## config.mk

```make
export PLATFORM = sky130hd
export DESIGN_NAME = pulse_gen_multi
export DESIGN_NICKNAME = d
export VERILOG_FILES = /design/src/rtl/pulse_gen_multi.sv
export SDC_FILE = /design/constraint.sdc
export NUM_CORES = 1
export LEC_CHECK = 0
export ABC_AREA = 1
export CORE_AREA = 2 2 53 55
export DETAILED_ROUTE_END_ITERATION = 7
export DIE_AREA = 0 0 55 57
export PLACE_DENSITY_LB_ADDON = 0.15
export SYNTH_ARGS = -nofsm -noshare
export SYNTH_HDL_FRONTEND = slang
export SYNTH_SLANG_ARGS = --single-unit
```

## constraint.sdc

```tcl
create_clock -name CLK -period 1.2 [get_ports CLK]
set_input_delay 0.12 -clock CLK [delete_from_list [all_inputs] [get_ports CLK]]
set_output_delay 0.12 -clock CLK [all_outputs]
set_load 0.01 [all_outputs]
```

## src/rtl/pulse_gen_multi.sv

```systemverilog
// pulse_gen_multi
//   Multi-channel level-to-pulse generator. Each channel optionally
//   synchronises its level input, detects a selectable edge, and emits a
//   registered pulse PULSE_LEN clocks wide. BUSY is the registered OR of
//   all pulse outputs.
//
// Ports:
//   CLK        system clock, rising edge
//   RST        asynchronous active-low reset
//   LVL_SIG    [CH]     level inputs, one bit per channel
//   EDGE_SEL   [2*CH]   per-channel mode, bits [2i+1:2i]:
//                       00 rise, 01 fall, 10 both, 11 disabled
//   PULSE_SIG  [CH]     registered pulse outputs
//   BUSY                registered OR of PULSE_SIG (lags it by one clock)
//
// There is no handshake on this block: inputs are levels, outputs are
// strobes, and every output comes straight from a flop.

module pulse_gen_multi #(
    parameter int CH          = 4,
    parameter int SYNC_STAGES = 0,
    parameter int PULSE_LEN   = 1,
    parameter int RETRIGGER   = 1
) (
    input  logic            CLK,
    input  logic            RST,
    input  logic [CH-1:0]   LVL_SIG,
    input  logic [2*CH-1:0] EDGE_SEL,
    output logic [CH-1:0]   PULSE_SIG,
    output logic            BUSY
);

    localparam int            CW     = $clog2(PULSE_LEN + 1);
    localparam logic [CW-1:0] RELOAD = CW'(PULSE_LEN - 1);
    localparam logic [CW-1:0] ONE    = CW'(1);

    logic [CH-1:0] sync_out;
    logic [CH-1:0] s_cur;
    logic [CH-1:0] s_prev;
    logic [CH-1:0] rise;
    logic [CH-1:0] fall;
    logic [CH-1:0] det;
    logic [CW-1:0] cnt [CH];

    // Optional synchroniser chain; with zero stages the input is taken as
    // already synchronous and feeds s_cur directly.
    generate
        if (SYNC_STAGES == 0) begin : g_nosync
            assign sync_out = LVL_SIG;
        end else begin : g_sync
            logic [CH-1:0] sync_q [SYNC_STAGES];

            always_ff @(posedge CLK or negedge RST) begin
                if (!RST) begin
                    for (int k = 0; k < SYNC_STAGES; k++) begin
                        sync_q[k] <= '0;
                    end
                end else begin
                    sync_q[0] <= LVL_SIG;
                    for (int k = 1; k < SYNC_STAGES; k++) begin
                        sync_q[k] <= sync_q[k-1];
                    end
                end
            end

            assign sync_out = sync_q[SYNC_STAGES-1];
        end
    endgenerate

    // History pair. Clearing to zero means a level already high at reset
    // release reads as a rising edge.
    always_ff @(posedge CLK or negedge RST) begin
        if (!RST) begin
            s_cur  <= '0;
            s_prev <= '0;
        end else begin
            s_cur  <= sync_out;
            s_prev <= s_cur;
        end
    end

    assign rise = s_cur & ~s_prev;
    assign fall = ~s_cur & s_prev;

    always_comb begin
        det = '0;
        for (int i = 0; i < CH; i++) begin
            case (EDGE_SEL[2*i +: 2])
                2'b00:   det[i] = rise[i];
                2'b01:   det[i] = fall[i];
                2'b10:   det[i] = rise[i] | fall[i];
                default: det[i] = 1'b0;
            endcase
        end
    end

    // Width counters. cnt holds the number of further cycles the pulse
    // stays high after the current one. Without retrigger an edge is only
    // accepted while the output is low, so an edge on the final pulse cycle
    // (cnt already 0, output still 1) is dropped.
    always_ff @(posedge CLK or negedge RST) begin
        if (!RST) begin
            PULSE_SIG <= '0;
            for (int i = 0; i < CH; i++) begin
                cnt[i] <= '0;
            end
        end else begin
            for (int i = 0; i < CH; i++) begin
                if (det[i] && (!PULSE_SIG[i] || (RETRIGGER != 0))) begin
                    PULSE_SIG[i] <= 1'b1;
                    cnt[i]       <= RELOAD;
                end else if (cnt[i] != '0) begin
                    PULSE_SIG[i] <= 1'b1;
                    cnt[i]       <= cnt[i] - ONE;
                end else begin
                    PULSE_SIG[i] <= 1'b0;
                end
            end
        end
    end

    always_ff @(posedge CLK or negedge RST) begin
        if (!RST) begin
            BUSY <= 1'b0;
        end else begin
            BUSY <= |PULSE_SIG;
        end
    end

endmodule

```

== After elaboration in Yosys (flattened, before gate mapping) ==
Cells that the tools add are included.
Widths: inputs -> output; s select.
Storage, ports and cells
  memory bits (read-only): 0
  register bits after elaboration: 17
  latch bits: 0
  logic and storage cells: 53
  RAM bits: 0
  output and inout port bits: 5
  input port bits: 14
  memories: 0
Cells by class
  order comparisons: 0
  shifts and indexed selects: 0
  bitwise operators: 8
  multiply operators: 0
  divide/modulo/power cells: 0
  muxes and demuxes: 20
  equal/unequal tests: 8
  add/subtract/negate cells: 4
  reduce and logical (&&, ||, !) cells: 5
Operators by type and width (number)
  $mux 1: 16
  $pmux 1 s3: 4
  $and 4x4->4: 2
  $eq 2x1->1 const B: 4
  $eq 2x2->1 const B: 4
  $logic_not 2->1: 4
  $not 4->4: 2
  $or 1x1->1: 4
  $reduce_or 4->1: 1
  $sub 1x1->1 const B: 4

== Logic depth before layout (Yosys ltp) ==
Gate-level depths: netlist (run 1).
  depth after elaboration: 5
  gate-level depth with buffers: 6
  mapped depth without buffers: 6

== Worst setup path before layout (run 1) ==
Ideal clock, no wire load.
  kind: reg-to-reg
  from: register s_cur[0]
  to: register PULSE_SIG[0]
  library setup time: 0.066 ns
  slack: 0.278 ns
  arrival: 0.856 ns
  stages on the path, launching flop included: 5
  path buffers: 0
  cells stage by stage: dfrtp_1 > inv_1 > ha_1 > nand3b_1 > nand3_2
On the way
  cells in the longest elaborated chain, start to end: 5
  elaborated cells on any way between the ends: 6
Ends and longest elaborated chain
  from (decl): line 38  | logic [CH-1:0] s_cur;
  from (signal assigned): line 77  | s_cur <= sync_out;
  $not 4->4: line 83  | assign fall = ~s_cur & s_prev;
  $and 4x4->4: line 83
  $or 1x1->1: line 91  | 2'b10: det[i] = rise[i] | fall[i];
  $pmux 1 s3 *: line 88  | case (EDGE_SEL[2*i +: 2])
  via det[0]: line 42  | logic [CH-1:0] det;
  $mux 1 *: line 109  | if (det[i] && (!PULSE_SIG[i] || (RETRIGGER != 0))) begin
  to (signal, indexed assignment): line 110  | PULSE_SIG[i] <= 1'b1;
  to (signal, indexed assignment): line 113  | PULSE_SIG[i] <= 1'b1;
  to (signal, indexed assignment): line 116  | PULSE_SIG[i] <= 1'b0;
  to (decl): line 29  | output logic [CH-1:0] PULSE_SIG,
Mark *: on every way through the listed nets, which the timed path passes. The rest lies on a longest branch.

== Worst setup path in the final report (run 1) ==
  from: register PULSE_SIG[2]
  to: output PULSE_SIG[2]
RTL lines
  from (signal assigned): line 103  | PULSE_SIG <= '0;
  from (signal, indexed assignment): line 110
  from (signal, indexed assignment): line 113
No word-level cell between the ends.

==> results of run 1 <==
[layout by cell type (no fill, tap or decap), drive strengths merged]
master and n:
inv 19, dfrtp 13, clkdlybuf4s50 13, nand2 11, ha 8, nand3 8
dlygate4sd2 5, clkbuf 4, nor2 3, nand3b 1, buf 1
[metrics by stage]
step / std cells / hold slack (ns)
after floorplan: 63 / -0.176
after global placement: 113 / 0.392
after detailed placement: 113 / 0.396
after CTS: 117 / 0.133
after global routing: 117 / 0.138
final: 117 / 0.138
[where the power goes]
part           internal, mW  total (mW)  switching, mW
clock                 0.129       0.261          0.132
sequential            0.468       0.482         0.0145
combinational        0.0822       0.149         0.0668
[flip-flops by register name, summed over array words and instances, names as in the netlist]
register   count
BUSY           1
s_prev         4
s_cur          4
PULSE_SIG      4
[cell families after synthesis]
kind of cell	Yosys count	synth area share
flops	13	0.521
fa+ha+maj	8	0.160
buf+inv	19	0.114
simple gates	23	0.204
[Yosys cell counts (all sizes together)]
cell,number
nand2,11
nor2,3
nand3b,1
nand3,8
dfrtp,13
ha,8
inv,19
[cell type report]
class,count,area [sq um],area share
tap,31,38.8,0.0445
sequential,13,325,0.374
inverter,19,71.3,0.0819
timing repair buffer,19,181,0.208
clock buffer,4,26.3,0.0302
multi-input combinational,31,228,0.261
[worst min path at each step]
| stage | startpoint | to | slack [ns] | cells past startpoint |
|---|---|---|---|---|
| finish | RST | s_cur[2]$_DFF_PN0_ | 0.14 | 2 |
| global placement | s_cur[0]$_DFF_PN0_ | s_prev[0]$_DFF_PN0_ | 0.39 | 0 |
| global route | RST | s_prev[2]$_DFF_PN0_ | 0.14 | 2 |
| CTS | RST | s_cur[3]$_DFF_PN0_ | 0.13 | 2 |
| detailed placement | s_cur[0]$_DFF_PN0_ | s_prev[0]$_DFF_PN0_ | 0.40 | 0 |
| floorplan | RST | BUSY$_DFF_PN0_ | -0.18 | 0 |
[metal layers]
layer,up-vias,routed length (um),track usage
li1,229,-,-
met3,0,90,0.0471
met4,0,0,0.0209
met1,183,425,0.0953
met2,16,410,0.112
met5,-,0,0
==> impl_summary.md, run 1 <==
Synth
The sequential cell area fraction in the yosys report is 0.521. The number of flip-flops and latches in the synthesized netlist is 13. For this run, the number of Yosys warnings is 0.

The mean area per synthesized cell is 9.91 sq um. Of all cell types, the one taking the most synthesized area is sky130_fd_sc_hd__dfrtp_1. In this run, distinct cell masters in the synthesized netlist total 9.

The share of the synthesized area in the top cell type is 0.521. Sorting the synthesized cells by area gives the leading types as sky130_fd_sc_hd__dfrtp_1 (52%), sky130_fd_sc_hd__ha_1 (16%), sky130_fd_sc_hd__inv_1 (11%). The cell count after synthesis is 63. The post-synth design cell area is approximately 620 sq um. The number of nets handed over by synthesis was 85.

Place
The final weighted congestion in routability-driven placement is between 0.7 and 0.8. The pre-CTS setup slack is about 0.22 ns. The number of port buffers is 18. After detailed placement, the total cell area comes to 851 sq um. The wire-length estimate of the detail-placed layout is approximately 760 um.

GRT
The first-pass GRT wire length is 1.72 mm. The global-route total usage across every layer is 0.0770. The initial antenna violation count was 0. The via count of the first global-routing pass is approximately 440. Entering global routing, the biggest net connects 14 pins. The total congestion overflow after global routing is 0.

Critical path
Along the worst path, the maximum fanout reaches 2. The worst register-to-register path ends at PULSE_SIG[0]$_DFF_PN0_. The instance count on the critical path is 1. The last element of the critical path is PULSE_SIG[2]. The worst register-to-register path begins at s_cur[0]$_DFF_PN0_. The worst register-to-register path has a depth of 4. On the critical path, the stage with the largest delay is an instance of sky130_fd_sc_hd__dfrtp_1. The kind of critical path is reg -> out. The signal on the critical path passes through dlygate4sd2_1.

The type of element launching the critical path is a flip-flop. On the critical path the largest part of the delay comes from flip-flops. In this run the register-to-register setup slack is ~0.2 ns. The kind of capture point of the worst setup path is a primary output. In this run the worst setup path begins at PULSE_SIG[2]$_DFF_PN0_. On the worst path, the slowest cell contributes a delay of 0.37 ns. The number of buffer and inverter instances along the worst setup path is 1. At the worst endpoint, the required time is between 1 and 1.5 ns. The data arrival time of the critical path is roughly 0.92 ns.

Pwr
The total power draw is a little under 900 uW. The leakage dissipation is 0.480 nW. The maximum VDD drop is ~580 uV. The power density over the cells is about 1000 nW/um^2.

Timing
The number of max-slew violations in the final report came to 0. The part of the cycle the worst path needs is 0.867. Static timing analysis puts the maximum clock frequency at 961 MHz. The setup TNS is 0 ns. Setup slack on the critical path of the routed design comes to between 0.15 and 0.2 ns. Setup repair after global routing left no endpoint under its margin.

Headroom to the max-slew limit came out at 0.887. The pin slew with the least headroom to its limit is about 0.17 ns. The post-route minimum period is 1.04 ns. The final setup skew is between 0.007 and 0.008 ns. The count of endpoints failing hold in the final timing report is 0. Setup violations remaining at the end of the flow were counted as 0.

Cells and area
The final standard cell area without fillers is just under 900 sq um. The fraction of layout instances using a drive strength above 1 is 0.128. 0 antenna diodes ended up in the layout. The layout has ~290 filler cells. For this run, the post-layout net count is roughly 110. The area growth from synthesis to layout is 39.5%. For this run, the share of the core covered by cells in the final layout is 0.333.

Clock tree
The TritonCTS buffer count is 3. The clock transition at the registers of the reported paths is roughly 0.080 ns. Counting along the longest clock path gives a buffer depth of 2. The number of buffers added for setup after CTS is 0. Buffers inserted to repair hold after CTS numbered 0.

The TritonCTS sink count is 13. CTS built an H-tree with a depth of 1. The clock root buffer master is sky130_fd_sc_hd__clkbuf_4. At the later pin of the worst-skew pair, clock insertion delay measures around 0.27 ns. TritonCTS built the clock tree. Post-CTS repair changed the size of 5 cells.

Routing
The routed layout has 428 vias. The average vias per placed instance is between 3 and 4. The routed design has ~900 um of wire. The average wire per cell in the routed design is between 7 and 8 um. The remaining antenna violation count after routing is 0. After the first detailed-routing iteration, the DRC count stood at 5.

The first detailed-routing pass took 2 iterations. For this run, design rule violations remaining after detail routing come to 0.

Die
After floorplanning, the core was sized to cover 2620 sq um. The floorplan step set the die width to 55 um. During I/O placement, the number of pins put on the boundary was 19. For this configuration, the core starts out at a cell density of 0.239. The die is around 57 um tall. The cell row count is 19. The die covers around 3100 sq um.

Outcome
The flow ran to the end, and the final reports show no timing, DRC or antenna violations.

Flow run
The tool flagged a number of max-cap violations equal to 0.

Hold path
The worst min-delay path category is in -> async.
(Power assumes the default switching activity.)
==> run 2, diff against run 1 <==
- ABC_CLOCK_PERIOD_IN_PS: not set -> 1200
==> results of run 2 <==
Final layout, timing and power as in run 1 (identical DEF).
==> run 3, diff against run 2 <==
- ABC_AREA: 1 -> not set
- CORE_AREA: 2 2 53 55 -> 2 2 51 53
- DIE_AREA: 0 0 55 57 -> 0 0 53 55
- SKIP_CTS_REPAIR_TIMING: not set -> 1
- SLEW_MARGIN: not set -> 20
==> run 3 against run 2 <==
Register-to-register slack lost 0.05 ns. Combinational power fell by 7%. Clock skew shrank 0.0032 ns. Core utilization up 1.5 points. Global-route usage grew 0.71 points. Worst setup slack worse by 0.0081 ns. Die area shrank 7.0%. Cell count is 16% lower. Sequential share of layout area grew 2.2 points. First-iteration DRC count is 60% lower. Critical path depth rose by 4. Critical path type is now reg -> reg. Critical endpoint is now PULSE_SIG[2]$_DFF_PN0_.
==> impl_summary.md, run 3 <==
Cells and area
The post-layout instance count excluding filler cells came to 98 (was 117). The number of fill cells in the layout came to 248 (was 289). Biggest registers after layout: PULSE_SIG: 4 flops, s_cur: 4 flops, s_prev: 4 flops (unchanged). The area overhead of the layout relative to synthesis is 47.2% (was 39.5%). The antenna diode count is 0 (unchanged). The final-stage net count is 91 (was 109). The final cell utilization of the core was 0.348 (was 0.333). The final standard cell area without fillers came to 823 sq um (was 871 sq um). Commonest non-fill, non-tap cells in the layout: sky130_fd_sc_hd__dfrtp_1 (13), sky130_fd_sc_hd__clkdlybuf4s50_1 (13), sky130_fd_sc_hd__inv_1 (10) (was sky130_fd_sc_hd__inv_1 (19), sky130_fd_sc_hd__dfrtp_1 (13), sky130_fd_sc_hd__clkdlybuf4s50_1 (13)). The fraction of layout instances using a drive strength above 1 is 0.0588 (was 0.128).

Synth
The xor and xnor area share after synthesis came to 0 (unchanged). The adder-cell area share of the yosys netlist is 0.179 (was 0.160). The number of library cell types mapped by synthesis is 10 (was 9). The cell count after synthesis is 45 (was 63). The complex-gate fraction of the synthesized area came to 0.0470 (was 0). The number of warnings printed during yosys synthesis was 0 (unchanged).

Top cell types by occurrence after synthesis: sky130_fd_sc_hd__dfrtp_1 (13), sky130_fd_sc_hd__inv_1 (10), sky130_fd_sc_hd__ha_1 (8) (was sky130_fd_sc_hd__inv_1 (19), sky130_fd_sc_hd__dfrtp_1 (13), sky130_fd_sc_hd__ha_1 (8), sky130_fd_sc_hd__nand2_1 (8)). The leading register cell type out of synthesis was sky130_fd_sc_hd__dfrtp_1 (unchanged). The fraction of the mapped netlist area in simple logic gates is 0.0716 (was 0.204). The most instantiated library cell after synthesis was sky130_fd_sc_hd__dfrtp_1 (was sky130_fd_sc_hd__inv_1). The largest area contributor in the netlist is sky130_fd_sc_hd__dfrtp_1 (unchanged).

The net count after synthesis is 67 (was 85). The mean area per synthesized cell is 12.4 sq um (was 9.91 sq um). The number of flip-flops and latches in the synthesized netlist was 13 (unchanged). The multiplexer area fraction after synthesis came to 0.0537 (was 0). The post-synth design cell area was 559 sq um (was 624 sq um). The number of enable flip-flop cells after synthesis is 0 (unchanged). The largest family of logic cells by synthesized area is adder cells (was simple AND/OR/NAND/NOR gates). Most area-consuming cells after synthesis: sky130_fd_sc_hd__dfrtp_1 (58%), sky130_fd_sc_hd__ha_1 (18%), sky130_fd_sc_hd__inv_1 (6.7%) (was sky130_fd_sc_hd__dfrtp_1 (52%), sky130_fd_sc_hd__ha_1 (16%), sky130_fd_sc_hd__inv_1 (11%)).

The async set-reset flop share out of synthesis is 1.00 (unchanged). The sequential cell area fraction in the yosys report is 0.582 (was 0.521). The share of the synthesized area in the top cell type is 0.582 (was 0.521).

GRT
The first-pass GRT wire length came to 1.68 mm (was 1.72 mm). The via count of the first global-routing pass is 403 (was 436). The maximum number of pins on one net before global-route repair is 14 (unchanged). The global-route total usage across every layer came to 0.0841 (was 0.0770).

The total congestion overflow after global routing is 0 (unchanged). The initial antenna violation count is 0 (unchanged).

Clock tree
The TritonCTS sink count is 13 (unchanged). The clock latency at the later pin of the worst-skew pair is 0.27 ns (about the same). The clock tree from TritonCTS is done (unchanged).

The buffer depth of the longest clock path is 2 (unchanged). The TritonCTS buffer count is 3 (unchanged). The H-tree depth is 1 (unchanged).

The clock root buffer master was sky130_fd_sc_hd__clkbuf_4 (unchanged). The clock transition at the registers of the reported paths is 0.08 ns (about the same).

Critical path
The kind of capture point of the worst setup path is a flip-flop (was primary output). The delay contributed by the slowest stage of the critical path came to 0.38 ns (was 0.37 ns). The data arrival time of the critical path is 1.21 ns (was 0.92 ns).

The peak fanout along the critical path is 3 (was 2). The type of element launching the critical path was a flip-flop (unchanged). The number of buffer and inverter instances along the worst setup path is 2 (was 1). The master of the slowest instance on the critical path is sky130_fd_sc_hd__dfrtp_1 (unchanged). The required time of the critical path was 1.36 ns (was 1.08 ns). The cell that appears most often on the critical path is sky130_fd_sc_hd__inv_1.

The family with the most delay on the worst path is flip-flops (unchanged). Worst path cell trace: inv_1 -> ha_1 -> inv_1 -> mux2i_1 -> o21ai_0 (was dlygate4sd2_1). The kind of critical path is reg -> reg (was reg -> out).

Place
The placed cell count is 94 (was 113). The final weighted congestion in routability-driven placement is 0.554 (was 0.714). The pre-CTS setup slack is 0.144 ns (was 0.222 ns). The area after detailed placement came to 785 sq um (was 851 sq um). The number of port buffers is 18 (unchanged).

Timing
The post-route minimum period is 1.05 ns (was 1.04 ns). The pin slew with the least headroom to its limit is 0.166 ns (was 0.170 ns). The headroom to the max-slew limit is 0.889 (was 0.887).

The count of endpoints failing hold in the final timing report came to 0 (unchanged). Setup repair after global routing missed its margin: no (unchanged). The number of failing setup endpoints in the final timing report is 0 (unchanged). The part of the cycle the worst path needs came to 0.873 (was 0.867). The number of max-slew violations in the final report was 0 (unchanged). The worst setup slack after layout is 0.152 ns (was 0.160 ns). The final setup skew was 0.00465 ns (was 0.00788 ns). The maximum clock rate is 954 MHz (was 961 MHz). The tightest hold margin came to 0.140 ns (was 0.138 ns). The setup TNS is 0 ns (unchanged).

Routing
The number of violations reported at the end of detailed-routing iteration 0 is 2 (was 5). The via count is 384 (was 428). The average wire per cell in the routed design came to 8.64 um (was 7.91 um). The remaining antenna violation count after routing is 0 (unchanged). The DRC violation count after routing was 0 (unchanged). The total wirelength of the detailed-routed design is 847 um (was 926 um).

The number of iterations in the first detailed-routing pass came to 2 (unchanged). The average vias per placed instance is 3.92 (was 3.66).

Outcome
Result of the run: completed (unchanged).

Die
The placeable core region is 2360 sq um (was 2620 sq um). The cell row count is 18 (was 19). The floorplan die width is 53 um (was 55 um). The initial core utilization is 0.237 (was 0.239). The count of pins on the block boundary is 19 (unchanged).

The die area is 2920 sq um (was 3140 sq um). The overall die height was 55 um (was 57 um).

Pwr
The power density over the cells came to 1070 nW/um^2 (was 1020 nW/um^2). The maximum VDD drop came to 509 uV (was 575 uV). The leakage dissipation was 0.457 nW (was 0.480 nW). The total power draw is 881 uW (was 892 uW).

Hold path
The worst min-delay path category is in -> async (unchanged).

Flow run
The max-capacitance violation count came to 0 (unchanged).
## run 3: final cells by class
type / instances / area (sq um) / area share
Inverter: 10 / 37.5 / 0.0456
Tap cell: 30 / 37.5 / 0.0456
Timing Repair Buffer: 19 / 200 / 0.243
Sequential cell: 13 / 325 / 0.395
Clock buffer: 4 / 26.3 / 0.0319
Multi-Input combinational cell: 22 / 196 / 0.239
## run 3: metal layers
| layer | up-vias | routed length [um] | GRT usage |
|---|---|---|---|
| li1 | 192 | - | - |
| met1 | 174 | 299 | 0.0815 |
| met2 | 13 | 438 | 0.146 |
| met3 | 5 | 74 | 0.0242 |
| met4 | 0 | 35 | 0.0769 |
| met5 | - | 0 | 0 |
## run 3: power by group
part	switching, mW	total [mW]	internal (mW)	leakage [nW]
clock	0.132	0.261	0.129	0.0150
sequential	0.0144	0.482	0.468	0.155
combinational	0.0514	0.138	0.0867	0.287
total	0.198	0.881	0.683	0.457
## run 3: logic make-up after synthesis
kind of cell,Yosys count
flip-flops,13
buffers and inverters,10
adder cells (fa/ha/maj),8
AND/OR/NAND/NOR,6
AO/OA/AOI/OAI,5
multiplexers,3
## run 3: worst paths after layout
kind / start / to / slack [ns] / cells after the start
max: s_cur[2]$_DFF_PN0_ / PULSE_SIG[2]$_DFF_PN0_ / 0.15 / 5
min: RST / s_cur[2]$_DFF_PN0_ / 0.14 / 2
max reg2reg: s_cur[2]$_DFF_PN0_ / PULSE_SIG[2]$_DFF_PN0_ / 0.15 / 5
min reg2reg: s_cur[3]$_DFF_PN0_ / s_prev[3]$_DFF_PN0_ / 0.41 / 0
max in group asynchronous: RST / PULSE_SIG[3]$_DFF_PN0_ / 0.90 / 2
min in group CLK: LVL_SIG[1] / s_cur[1]$_DFF_PN0_ / 0.28 / 1
